$ cat config.mk
export PLATFORM = sky130hd
export DESIGN_NAME = ps2_key_tracker
export DESIGN_NICKNAME = d
export VERILOG_FILES = /design/src/rtl/ps2_defs.sv /design/src/rtl/ps2_key_slot.sv /design/src/rtl/ps2_key_tracker.sv
export SDC_FILE = /design/constraint.sdc
export NUM_CORES = 1
export LEC_CHECK = 0
export ABC_CLOCK_PERIOD_IN_PS = 3060
export CELL_PAD_IN_SITES_DETAIL_PLACEMENT = 1
export CELL_PAD_IN_SITES_GLOBAL_PLACEMENT = 2
export CORE_UTILIZATION = 38
export CTS_BUF_LIST = sky130_fd_sc_hd__clkbuf_4
export DETAILED_ROUTE_END_ITERATION = 8
export GPL_ROUTABILITY_DRIVEN = 0
export PLACE_DENSITY = 0.84
export SLEW_MARGIN = 25
export SYNTH_ARGS = -nofsm -noshare
export SYNTH_HDL_FRONTEND = slang
export SYNTH_SLANG_ARGS = --single-unit
$ cat constraint.sdc
create_clock -name CLOCK_50 -period 3.06 [get_ports CLOCK_50]
set_clock_uncertainty 0.15 [all_clocks]
set_input_delay 0.306 -clock CLOCK_50 [delete_from_list [all_inputs] [get_ports CLOCK_50]]
set_output_delay 0.306 -clock CLOCK_50 [all_outputs]
set_load 0.01 [all_outputs]
$ cat src/rtl/ps2_defs.sv
// Shared PS/2 decoder definitions: prefix bytes, pause tail length and
// decoder state encodings used by the key tracker.
package ps2_defs;

   localparam logic [7:0] PFX_EXT   = 8'hE0;
   localparam logic [7:0] PFX_BRK   = 8'hF0;
   localparam logic [7:0] PFX_PAUSE = 8'hE1;

   // Bytes that follow E1 in the Pause/Break make sequence.
   localparam logic [2:0] PAUSE_TAIL_BYTES = 3'd7;

   typedef enum logic [2:0] {
      ST_IDLE    = 3'd0,
      ST_EXT     = 3'd1,
      ST_BRK     = 3'd2,
      ST_EXT_BRK = 3'd3,
      ST_PAUSE   = 3'd4
   } dec_state_t;

endpackage

$ cat src/rtl/ps2_key_slot.sv
// One tracked key: holds the key-down level and produces the press/release
// pulses when a completed code matches this slot's 9-bit {extended, code}.
module ps2_key_slot #(
   parameter logic [8:0] KEY = 9'h000
) (
   input  logic       clk,
   input  logic       reset,
   input  logic       clear_all,
   input  logic       complete,
   input  logic [8:0] code,
   input  logic       brk,
   output logic       held,
   output logic       pressed,
   output logic       released
);

   // Track held level; pulse only on real transitions so typematic repeats
   // and stray breaks stay silent.
   always_ff @(posedge clk or posedge reset) begin
      if (reset) begin
         held     <= 1'b0;
         pressed  <= 1'b0;
         released <= 1'b0;
      end else if (clear_all) begin
         held     <= 1'b0;
         pressed  <= 1'b0;
         released <= 1'b0;
      end else if (complete && (code == KEY)) begin
         if (brk) begin
            released <= held;
            pressed  <= 1'b0;
            held     <= 1'b0;
         end else begin
            pressed  <= ~held;
            released <= 1'b0;
            held     <= 1'b1;
         end
      end else begin
         pressed  <= 1'b0;
         released <= 1'b0;
      end
   end

endmodule

$ cat src/rtl/ps2_key_tracker.sv
// PS/2 scan-code set 2 decoder and key-state tracker. Bytes arrive as
// single-cycle strobes; completed make/break codes update the per-slot
// held/pulse outputs and the last-code registers one cycle later.
module ps2_key_tracker
   import ps2_defs::*;
#(
   parameter int NUM_KEYS = 6,
   parameter logic [NUM_KEYS*9-1:0] KEY_CODES =
      {9'h16B, 9'h029, 9'h02B, 9'h023, 9'h01B, 9'h01C},
   parameter int TIMEOUT_CYCLES = 100000
) (
   input  logic                CLOCK_50,
   input  logic                reset,
   input  logic [7:0]          received_data,
   input  logic                received_data_en,
   input  logic                clear_all,
   output logic [NUM_KEYS-1:0] keys_held,
   output logic [NUM_KEYS-1:0] key_pressed,
   output logic [NUM_KEYS-1:0] key_released,
   output logic [8:0]          last_code,
   output logic                last_break,
   output logic                code_valid,
   output logic                seq_error
);

   localparam int TMO_W = $clog2(TIMEOUT_CYCLES + 1);
   localparam logic [TMO_W-1:0] TMO_LAST = TMO_W'(TIMEOUT_CYCLES - 1);

   dec_state_t       state_r;
   dec_state_t       next_s;
   logic [TMO_W-1:0] tmo_cnt_r;
   logic [2:0]       pause_cnt_r;
   logic             complete_s;
   logic [8:0]       code_s;
   logic             brk_s;
   logic             perr_s;
   logic             strobe_s;

   // A strobe coinciding with clear_all is dropped.
   assign strobe_s = received_data_en & ~clear_all;

   // Classify the incoming byte against the current decoder state.
   always_comb begin
      next_s     = state_r;
      complete_s = 1'b0;
      code_s     = 9'h000;
      brk_s      = 1'b0;
      perr_s     = 1'b0;
      if (strobe_s) begin
         case (state_r)
            ST_IDLE: begin
               if (received_data == PFX_EXT) begin
                  next_s = ST_EXT;
               end else if (received_data == PFX_BRK) begin
                  next_s = ST_BRK;
               end else if (received_data == PFX_PAUSE) begin
                  next_s = ST_PAUSE;
               end else begin
                  complete_s = 1'b1;
                  code_s     = {1'b0, received_data};
                  next_s     = ST_IDLE;
               end
            end
            ST_EXT: begin
               if (received_data == PFX_BRK) begin
                  next_s = ST_EXT_BRK;
               end else if (received_data == PFX_EXT) begin
                  perr_s = 1'b1;
                  next_s = ST_EXT;
               end else if (received_data == PFX_PAUSE) begin
                  perr_s = 1'b1;
                  next_s = ST_PAUSE;
               end else begin
                  complete_s = 1'b1;
                  code_s     = {1'b1, received_data};
                  next_s     = ST_IDLE;
               end
            end
            ST_BRK, ST_EXT_BRK: begin
               // A prefix here is malformed; restart with it as a new first byte.
               if (received_data == PFX_EXT) begin
                  perr_s = 1'b1;
                  next_s = ST_EXT;
               end else if (received_data == PFX_BRK) begin
                  perr_s = 1'b1;
                  next_s = ST_BRK;
               end else if (received_data == PFX_PAUSE) begin
                  perr_s = 1'b1;
                  next_s = ST_PAUSE;
               end else begin
                  complete_s = 1'b1;
                  brk_s      = 1'b1;
                  code_s     = {(state_r == ST_EXT_BRK), received_data};
                  next_s     = ST_IDLE;
               end
            end
            ST_PAUSE: begin
               if (pause_cnt_r == (PAUSE_TAIL_BYTES - 3'd1)) begin
                  next_s = ST_IDLE;
               end else begin
                  next_s = ST_PAUSE;
               end
            end
            default: begin
               next_s = ST_IDLE;
            end
         endcase
      end else begin
         next_s = state_r;
      end
   end

   // Decoder state, pause/timeout counters and the registered code outputs.
   always_ff @(posedge CLOCK_50 or posedge reset) begin
      if (reset) begin
         state_r     <= ST_IDLE;
         tmo_cnt_r   <= {TMO_W{1'b0}};
         pause_cnt_r <= 3'd0;
         last_code   <= 9'h000;
         last_break  <= 1'b0;
         code_valid  <= 1'b0;
         seq_error   <= 1'b0;
      end else if (clear_all) begin
         state_r     <= ST_IDLE;
         tmo_cnt_r   <= {TMO_W{1'b0}};
         pause_cnt_r <= 3'd0;
         code_valid  <= 1'b0;
         seq_error   <= 1'b0;
      end else begin
         code_valid <= complete_s;
         seq_error  <= perr_s;
         if (complete_s) begin
            last_code  <= code_s;
            last_break <= brk_s;
         end else begin
            last_code  <= last_code;
            last_break <= last_break;
         end
         if (received_data_en) begin
            state_r   <= next_s;
            tmo_cnt_r <= {TMO_W{1'b0}};
            if ((state_r == ST_PAUSE) && (next_s == ST_PAUSE)) begin
               pause_cnt_r <= pause_cnt_r + 3'd1;
            end else begin
               pause_cnt_r <= 3'd0;
            end
         end else if (state_r != ST_IDLE) begin
            if (tmo_cnt_r == TMO_LAST) begin
               // Abandon a prefix that was never finished.
               state_r     <= ST_IDLE;
               tmo_cnt_r   <= {TMO_W{1'b0}};
               pause_cnt_r <= 3'd0;
               seq_error   <= 1'b1;
            end else begin
               tmo_cnt_r <= tmo_cnt_r + TMO_W'(1);
            end
         end else begin
            tmo_cnt_r <= {TMO_W{1'b0}};
         end
      end
   end

   for (genvar i = 0; i < NUM_KEYS; i++) begin : g_slot
      ps2_key_slot #(
         .KEY(KEY_CODES[9*i +: 9])
      ) u_slot (
         .clk      (CLOCK_50),
         .reset    (reset),
         .clear_all(clear_all),
         .complete (complete_s),
         .code     (code_s),
         .brk      (brk_s),
         .held     (keys_held[i]),
         .pressed  (key_pressed[i]),
         .released (key_released[i])
      );
   end

endmodule

==> impl_results.md <==
- DRT Pass-1 Iters: 4
- Tot GR Track Use: 16.9%
- Req. time, crit path: 3.14 ns
- Die area: 7240 um2
- Core area: 6490 um2
- Final worst setup slack: 0.727 ns
- Root buffer cell: clkbuf_4
- I/O Buffers: 41
- Post-cts hold buffer count: 0
- Worst-Margin Slew: 0.681 ns
- Wirelength per Cell: 15.9 um
- Syn Std Cell Area: 2630 um2
- P_leak: 1.20 nW
- Setup TNS: 0 ns
- Initial antenna violation count: 0
- Detailed Place HPWL: 4070 um
- # fillers: 727
- Vias in the first global route: 1939
- Layout cells sized above 1: 12.2%
- Clock Pin Slew Worst Setup and Hold Paths: 0.15 ns
- Vias/cell: 5.31
- Clock insertion delay at the later pin of the skew report: 0.37 ns
- Nets@finish: 285
- Critical setup path kind: register to register
- Outcome: complete, no violations
- Largest net degree at the start of global routing: 32
- Final Slew Violations: 0
- Ys async rst share: 100%
- Die height: 85.1 um
- Crit. End Element: register
- Max-cap check violation count: 0
- Pre-CTS WS: 0.524 ns
- Max-slew headroom: 54.6%
- DRC violations left: 0
- #FFs+latches synth: 53
- Initial DRC Count: 81
- I/O pins: 42
- CTS tree: built
- Initial core utilization: 40.4%
- Distinct cell type count after synthesis: 51
- Number of setup violations in the final report: 0
- DR vias: 1848
- FP Rows: 29
- Critical Path Source Type: register
- Most frequent cells in the layout: dfrtp_1, clkdlybuf4s50_1, nor2_1, xor2_1
- Yosys Warn Count: 0
- Worst EP arrival: 2.42 ns
- Syn_nets: 260
- Die X: 85.1 um
- CTS H-tree lvls: 2
- Crit path cell chain: ha_1 -> and4_1 -> nand4_1 -> nand2b_1 -> nor2_1
- Final min period: 2.33 ns
- Slowest cell on the critical path: nand2b_1
- Area after DPL: 2980 um2
- Utilization after layout: 46.7%
- Number of enable-type register cells in the synthesized netlist: 0
- Total wire length: 5550 um
- RSZ-0062 raised after global routing: false
- Post-route cell area: 3030 um2
- Synth Instances: 245
- VDD IR max: 0.210 mV
- Grt total ovfl: 0
- Synthesized area per cell: 10.7 um2
- Post-CTS sizing: 0
- Clock buffer depth: 2
- HP Class: input pin to asynchronous set/reset pin
- CP max stage delay: 0.59 ns
- Total CTS buffers: 5
- Antenna Cells: 0
- Sequential fraction of the synthesis area: 50.5%
- ANT nets after route: 0
- First-pass GRT wire length: 9600 um
- Max Fanout on Critical Path: 17
- Tcrit/Tclk final: 76.2%
- Area growth syn-to-layout: 15.6%
- Post-CTS setup buffer count: 0
- Most common cell after layout, fill and taps aside: dfrtp_1
- Final hold violation count: 0
- Maximum clock rate: 429 MHz
- Dominant synthesized flop cell: dfrtp_1
- PD cells: 390 nW/um2
- TritonCTS Sinks: 53
[cells in the mapped netlist, drive strengths merged, types with 2 or more instances]
master	instances	area share, %
nor3b	2	0.76
and4	4	1.3
xor2	12	4.0
and2	2	0.48
nor4	3	0.95
or3	2	0.48
nor2b	3	0.72
inv	12	1.7
a21oi	5	1.1
a311oi	2	0.91
mux2	8	3.4
mux2i	2	0.76
dfrtp	53	51
nand4	9	2.1
o22ai	2	0.48
nand2	10	1.4
a211oi	3	0.86
nand3	11	2.1
buf	26	7.1
nand2b	5	1.2
ha	3	1.4
clkbuf	3	0.43
nor4b	4	1.6
nor2	24	3.4
o21ai	6	1.1
nor3	10	2.7
nor4bb	5	1.9
[power by group]
part	switching, mW	internal, mW
combinational	0.0686	0.0743
sequential	0.0124	0.722
clock	0.219	0.0872
[sequential cells by signal (all words and copies together) (netlist names)]
name	flops
code_valid	1
g_slot.u_slot.held	6
g_slot.u_slot.pressed	6
g_slot.u_slot.released	6
last_break	1
last_code	9
pause_cnt_r	3
seq_error	1
state_r	3
tmo_cnt_r	17
[logic make-up after synthesis]
family,synth area share (%)
AND/OR/NAND/NOR,23.1
flip-flops,50.5
buffers and inverters,9.25
AO/OA/AOI/OAI,7.20
XOR/XNOR,4.34
multiplexers,4.19
adder cells (fa/ha/maj),1.43
[worst max-delay path: cells and delay by family, from the launching register on]
kind          cells  cell delay (ns)
fa+ha+maj         1             0.22
flops             1             0.41
simple gates      4             1.40
[through the flow]
stage | std cells | total power, mW | hold slack (ns)
floorplan | 245 | 0.812 | 0.261
global placement | 340 | 0.890 | 0.309
detailed placement | 340 | 0.892 | 0.311
CTS | 348 | 1.20 | 0.203
global route | 348 | 1.24 | 0.241
finish | 348 | 1.18 | 0.178
[layout make-up]
class / count / area (um2) / share of cell area (%)
Tap cell: 77 / 96.3 / 3.18
Multi-Input combinational cell: 151 / 1060 / 34.8
Timing Repair Buffer: 47 / 455 / 15.0
Sequential cell: 53 / 1330 / 43.7
Clock inverter: 3 / 17.5 / 0.577
Clock buffer: 5 / 37.5 / 1.24
Inverter: 12 / 45.0 / 1.48
[path summary, 6_finish.rpt]
path	startpoint	end	slack [ns]	cells past startpoint
worst max-delay path	tmo_cnt_r[0]	tmo_cnt_r[10]	0.73	5
worst min-delay path	reset	tmo_cnt_r[6]	0.18	2
worst max register to register	tmo_cnt_r[0]	tmo_cnt_r[10]	0.73	5
worst min register to register	g_slot[1].u_slot.held	g_slot[1].u_slot.pressed	0.33	1
max in group asynchronous	reset	state_r[2]	1.93	3
min in group CLOCK_50	g_slot[1].u_slot.held	g_slot[1].u_slot.pressed	0.33	1
[metal layers]
metal	up-vias	part of all wire (%)	global-route usage, %
met5	-	0	0
li1	897	-	-
met3	7	3.0	3.11
met4	0	1.5	6.16
met1	917	50	23.2
met2	27	45	26.8
Note: power is estimated with default switching activity, not from simulation.
